## src/rtl/fetch_stage.sv

```systemverilog
`timescale 1ns/1ps
// Instruction fetch stage: a single-outstanding-request fetch FSM feeding a
// 2-entry instruction queue toward decode, with redirect flush of both.
module fetch_stage #(
    parameter logic [31:0] RESET_PC = 32'h0000_0000,
    parameter int          QDEPTH   = 2
) (
    input  logic        clk,
    input  logic        rst,
    input  logic [31:0] pc_cur,
    output logic [31:0] pc_next,
    output logic        pc_hold,
    output logic        imem_req,
    output logic [31:0] imem_addr,
    input  logic        imem_gnt,
    input  logic        imem_rvalid,
    input  logic [31:0] imem_rdata,
    input  logic        redirect,
    input  logic [31:0] redirect_pc,
    output logic        id_valid,
    output logic [31:0] id_instr,
    output logic [31:0] id_pc,
    input  logic        id_ready
);
    // state | meaning
    // IDLE  | nothing outstanding; issue next fetch when a queue slot is free
    // REQ   | request presented to imem, waiting for grant
    // WAIT  | request granted, read data will be pushed into the queue
    // DROP  | granted request made stale by redirect; its data is discarded
    typedef enum logic [1:0] {IDLE, REQ, WAIT, DROP} state_t;

    localparam logic [1:0] QFULL = 2'(QDEPTH);

    state_t      state;
    logic [1:0]  count;
    logic [31:0] inflight_pc;
    logic        rd_ptr;
    logic        wr_ptr;
    logic [31:0] q_pc    [2];
    logic [31:0] q_instr [2];

    logic slot_free;
    logic granted;
    logic push;
    logic pop;

    assign slot_free = (count < QFULL);
    assign granted   = !rst && (state == REQ) && imem_gnt;
    assign push      = (state == WAIT) && imem_rvalid && !redirect;
    assign pop       = id_valid && id_ready && !redirect;

    assign imem_req  = !rst && (state == REQ) && !redirect;
    assign imem_addr = {pc_cur[31:2], 2'b00};

    assign id_valid  = (count != 2'd0);
    assign id_instr  = q_instr[rd_ptr];
    assign id_pc     = q_pc[rd_ptr];

    always_comb begin
        pc_next = pc_cur;
        pc_hold = 1'b1;
        if (rst) begin
            pc_next = RESET_PC;
        end else if (redirect) begin
            pc_next = redirect_pc;
            pc_hold = 1'b0;
        end else if (granted) begin
            pc_next = pc_cur + 32'd4;
            pc_hold = 1'b0;
        end
    end

    always_ff @(posedge clk) begin
        if (rst) begin
            state       <= IDLE;
            count       <= 2'd0;
            inflight_pc <= 32'h0;
            rd_ptr      <= 1'b0;
            wr_ptr      <= 1'b0;
        end else begin
            case (state)
                IDLE: begin
                    if (slot_free && !redirect)
                        state <= REQ;
                end
                REQ: begin
                    if (imem_gnt) begin
                        inflight_pc <= imem_addr;
                        state       <= redirect ? DROP : WAIT;
                    end else if (redirect) begin
                        state <= IDLE;
                    end
                end
                WAIT: begin
                    if (imem_rvalid)
                        state <= IDLE;
                    else if (redirect)
                        state <= DROP;
                end
                DROP: begin
                    // Returning data always closes the stale transaction, even
                    // under a fresh redirect, so the FSM can never wait forever.
                    if (imem_rvalid)
                        state <= IDLE;
                end
                default: state <= IDLE;
            endcase

            if (redirect) begin
                count  <= 2'd0;
                rd_ptr <= 1'b0;
                wr_ptr <= 1'b0;
            end else begin
                if (push)
                    wr_ptr <= ~wr_ptr;
                if (pop)
                    rd_ptr <= ~rd_ptr;
                count <= count + {1'b0, push} - {1'b0, pop};
            end
        end
    end

    always_ff @(posedge clk) begin
        if (!rst && push) begin
            q_pc[wr_ptr]    <= inflight_pc;
            q_instr[wr_ptr] <= imem_rdata;
        end
    end

endmodule

```

## config.mk

```make
export PLATFORM = sky130hd
export DESIGN_NAME = fetch_stage
export DESIGN_NICKNAME = d
export VERILOG_FILES = /design/src/rtl/fetch_stage.sv
export SDC_FILE = /design/constraint.sdc
export NUM_CORES = 1
export LEC_CHECK = 0
export BUFFER_PORTS_ARGS = -buffer_cell sky130_fd_sc_hd__buf_2
export CORE_MARGIN = 3
export CORE_UTILIZATION = 30
export CTS_BUF_LIST = sky130_fd_sc_hd__clkbuf_16
export CTS_CLUSTER_SIZE = 30
export DETAILED_ROUTE_END_ITERATION = 7
export PLACE_DENSITY = 0.51
export SLEW_MARGIN = 10
export SYNTH_ARGS = -nofsm -noshare
export SYNTH_HDL_FRONTEND = slang
export SYNTH_SLANG_ARGS = --single-unit
```

## constraint.sdc

```tcl
create_clock -name clk -period 8.5 [get_ports clk]
set_input_delay 1.275 -clock clk [delete_from_list [all_inputs] [get_ports clk]]
set_output_delay 1.275 -clock clk [all_outputs]
set_load 0.1 [all_outputs]
```

Yosys cells after proc, flatten, opt, wreduce, memory -nomap -nowiden
Memories as Yosys holds them, arrays and structs flattened. A register that Yosys moved wholly into a read port is not among the register bits.
Cells that the tools add are included.
{ "totals": {"mem_bits_rw": 124, "in_bits": 102, "word_cells": 56, "memories": 2, "ff_bits": 36, "output_inout_bits": 131} }
{ "op_classes": {"n_eq_ne": 7, "muxes": 20, "order_cmp": 1, "bitwise_logic": 2, "add_sub_neg": 3, "reduce_logical": 16} }
{ "memory_table": {"columns": ["name", "depth", "word_bits", "rd", "rd_ports_with_merged_regs", "write_ports", "line", "source"], "rows": [
  ["q_instr", 2, 32, 1, 1, 1, "40", "logic [31:0] q_instr [2];"],
  ["q_pc", 2, 30, 1, 1, 1, "39", "logic [31:0] q_pc [2];"]
]} }
{ "ops": {"columns": ["op", "count"], "rows": [
  ["$mux W32", 3],
  ["$add A32 B3 Y32 const B", 1],
  ["$mux W2", 6],
  ["$mux W1", 10],
  ["$logic_and A1 B1 Y1", 9],
  ["$pmux W2 S4", 1],
  ["$ne A3 B3 Y1 const B", 2],
  ["$eq A2 B2 Y1 const B", 2],
  ["$ne A2 B2 Y1 const B", 2],
  ["$reduce_and A4 Y1", 1],
  ["$add A2 B1 Y2", 1],
  ["$eq A2 B1 Y1 const B", 1],
  ["$logic_not A1 Y1", 2],
  ["$logic_not A2 Y1", 1],
  ["$lt A2 B2 Y1 const B", 1],
  ["$not A1 Y1", 2],
  ["$reduce_and A2 Y1", 1],
  ["$reduce_bool A2 Y1", 1],
  ["$reduce_or A2 Y1", 1],
  ["$sub A2 B1 Y2", 1]
]} }

Logic depth before layout (Yosys ltp)
{ "logic_depth": {"word_depth": 6, "mapped_depth": 10, "depth_no_buf": 9} }

Worst setup path after synthesis
Ideal clock, no wire load.
{ "synth_timing": {"path_kind": "input to register", "start": "input rst", "end": "memory q_instr[0][0] (enable)", "setup_ns": 0.635, "path_stages": 4, "t_arrival_ns": 7.741, "path_slack_ns": 0.124, "path_cell_list": "buf_6 or2_2 clkbuf_1 nor4_1"} }
{ "synth_via": {"elab_chain_cells": 4} }
{ "synth_rtl": {"columns": ["item", "line", "source"], "rows": [
  ["from (decl)", "9", "input logic rst,"],
  ["$logic_not A1 Y1", "124", "if (!rst && push) begin"],
  ["$logic_and A1 B1 Y1", "124", null],
  ["$mux W1", "124", null],
  ["$mux W1 (implied by the code)", "126", "q_instr[wr_ptr] <= imem_rdata;"],
  ["to (decl)", "40", null]
]} }
No other way between the ends.

Worst setup path after layout
{ "layout_timing": {"start": "input rst", "end": "output pc_next[18]"} }
{ "layout_via": {"elab_chain_cells": 6} }
{ "layout_rtl": {"columns": ["item", "line", "source"], "rows": [
  ["$logic_not A1 Y1", "48", "assign granted = !rst && (state == REQ) && imem_gnt;"],
  ["$logic_and A1 B1 Y1 (2 in a row)", "48", null],
  ["$mux W32", "67", "end else if (granted) begin"],
  ["$mux W32", "64", "end else if (redirect) begin"],
  ["$mux W32 *", "62", "if (rst) begin"],
  ["to (decl)", "11", "output logic [31:0] pc_next,"]
]} }
Every way passes the cells marked *; elsewhere a longest branch is shown, timed or not.

==> results.tsv <==
metric	value	unit
DRT iter0 DRCs	323	
R2R cell count	3	
first-pass GRT wire length	30500	um
Routed Wire Length	19800	um
setup TNS	0	ns
CTS root buf	clkbuf_16	
fin nets	836	
cell taking the most area after synthesis	edfxtp_1	
antenna violations before repair	0	
fmax	169	MHz
area of the mapped netlist	7220	um2
Yosys cell types	51	
CTS tree	built	
worst r2r src	state[1]	
HPWL Detailed	13900	um
status	finished clean	
global route overflow	0	
Port-buffer cells	228	
Synth Area per Inst	13.3	um2
Peak VDD IR	0.123	mV
Area growth syn-to-layout	25.1	%
Worst-path clk slew	0.07	ns
r2r endpoint	q_instr[0][26]	
number of max-slew violations in the final report	0	
layout cells sized above 1	45.2	%
# IOs	233	
final setup margin	2.57	ns
Worst-Skew Late Latency	0.42	ns
fin crit period	5.93	ns
EDFF count, synth	124	
Setup crit start	rst	
Via-to-Cell Ratio	4.95	
Layout Skew	0.0126	ns
Seq/Total Area, Yosys	61.8	%
starting density of the core	30.7	%
Placement Rows	56	
Final Cycle Share	69.8	%
share of the synthesized area in the top cell type	51.6	%
Die Y	161	um
#FFs+latches synth	161	
DIE AREA	26000	um2
routability congestion estimate	0.832	
Max-Cap Viols	0	
Setup crit end kind	output port	
final hold violation count	0	
H-tree Lvls	4	
final setup violation count	0	
hold buffer count at CTS	0	
via count of the first global-routing pass	5359	
drt first pass iters	5	
DRC violation count after routing	0	
Worst Setup EP	pc_next[18]	
max_slew headroom	33.1	%
R2R Setup Slk	5.87	ns
Core Box Area	23500	um2
fill count	2339	
most frequent cells in the layout	buf_2 (228), edfxtp_1 (124), mux2_2 (62)	
Mapped Cells	544	
Sink Count	161	
Pleak	3.53	nW
worst slack, placed	2.62	ns
crit-path max FO	37	
category of the critical setup timing path	in -> out	
ANT nets after route	0	
Most used DFF post-synth	edfxtp_1	
PwrDens	212	nW/um2
Clock Path Buffers	2	
Resized cells post-CTS	0	
gr usage total	15.2	%
Avg WL per Cell	18.6	um
Synth Warn #	0	
largest net degree at the start of global routing	63	
most common cell after layout, fill and taps aside	buf_2	
RSZ-0062 raised after global routing	false	
crit path launch type	primary input	
Hold Path Class	reg -> reg	
Worst Path Required	7.22	ns
Post-CTS Setup Repair Bufs	0	
Worst EP arrival	4.65	ns
via count	5265	
top cells by area, synth	edfxtp_1 (52%), dfxtp_1 (10%), mux2_2 (9.7%), buf_4 (3.5%), a22o_1 (3.3%)	
Worst-Margin Slew	0.996	ns
async set-reset flop share out of synthesis	0	%
Num CTS Buffers	17	
Die W	161	um
-- registers in the layout, summed over array words and instances, names as in the netlist, named ones only --
signal       flops
count            2
inflight_pc     30
q_instr         64
q_pc            60
rd_ptr           1
state            2
wr_ptr           1
-- where the power goes --
| part | internal [mW] | total (mW) | switching, mW |
|---|---|---|---|
| logic | 0.0516 | 0.281 | 0.229 |
| registers | 0.855 | 0.863 | 0.00754 |
| clock network | 0.466 | 0.775 | 0.309 |
| total | 1.37 | 1.92 | 0.545 |
-- kinds of logic (layout without fill, tap and decap cells) --
family	Yosys count	after routing	share of synthesized area, %
DFF	161	161	61.8
and+or+nand+nor	141	141	10.8
AOI/OAI and AO/OA	87	87	9.44
buffers and inverters	75	272	5.94
muxes	64	64	9.94
xor gates and xnor gates	12	12	1.46
adders and majority gates	3	3	0.520
other	1	5	0.0519
-- cell type report --
type	count	area [um2]	area share, %
Inverter	10	37.5	0.416
Tap cell	319	399	4.42
Multi-Input combinational cell	311	2360	26.1
Antenna cell	1	2.50	0.0277
Clock buffer	17	425	4.71
Clock inverter	15	183	2.02
Timing Repair Buffer	230	1160	12.8
Sequential cell	161	4470	49.5
-- Yosys cell counts, types with 2 or more instances --
cell type / count
a21oi_1: 4
xnor2_1: 6
ha_1: 3
nand2_1: 21
or3_1: 5
a311oi_1: 12
nand3_1: 17
edfxtp_1: 124
o211ai_1: 2
or4_1: 9
buf_6: 2
o31ai_1: 8
xor2_1: 6
or2_2: 4
dfxtp_1: 37
nand2b_1: 2
and2_1: 2
nor2_1: 36
a22o_1: 27
nor4_1: 9
and3_1: 4
a32oi_1: 2
nor3_1: 5
or4b_1: 2
a2111oi_0: 4
nand4_2: 2
buf_4: 34
and4_1: 7
nand4_1: 8
o311ai_0: 2
a211oi_1: 11
buf_2: 3
buf_1: 4
mux2i_1: 2
o21ai_0: 10
inv_1: 10
mux2_2: 62
nor2b_1: 3
clkbuf_1: 21
-- layer usage --
layer | GRT usage, % | vias to the layer above | wire (um)
met5 | 0 | - | 0
met4 | 4.89 | 0 | 226
met3 | 3.95 | 25 | 1390
met2 | 24.8 | 246 | 9320
met1 | 19.8 | 2530 | 8850
li1 | - | 2464 | -
-- worst min path at each step --
stage	from	endpoint	slack [ns]	depth (start not counted)
floorplan	inflight_pc[13]	q_pc[0][11]	0.43	0
global placement	inflight_pc[29]	q_pc[1][27]	0.44	0
detailed placement	inflight_pc[12]	q_pc[1][10]	0.44	0
CTS	inflight_pc[12]	q_pc[0][10]	0.46	0
global route	inflight_pc[2]	q_pc[0][0]	0.48	0
finish	inflight_pc[12]	q_pc[0][10]	0.46	0
-- worst max-delay path, stage by stage --
cell	delay [ns]
buf_2	0.32
and4bb_2	1.01
nand4_1	0.62
or4_1	0.65
a311oi_1	0.27
buf_2	0.47
-- metrics by stage --
stage               cell area (um2)  power, mW  hold slack (ns)  util (%)  cells
global route                   9030       1.99            0.477      38.4   1063
finish                         9030       1.92            0.460      38.4   1064
floorplan                      7230       1.10            0.425         -    547
global placement               8420       1.16            0.439      35.8   1031
detailed placement             8420       1.16            0.443      35.8   1031
CTS                            9030       1.94            0.457      38.4   1063
Power figures use the tool's default switching activity.
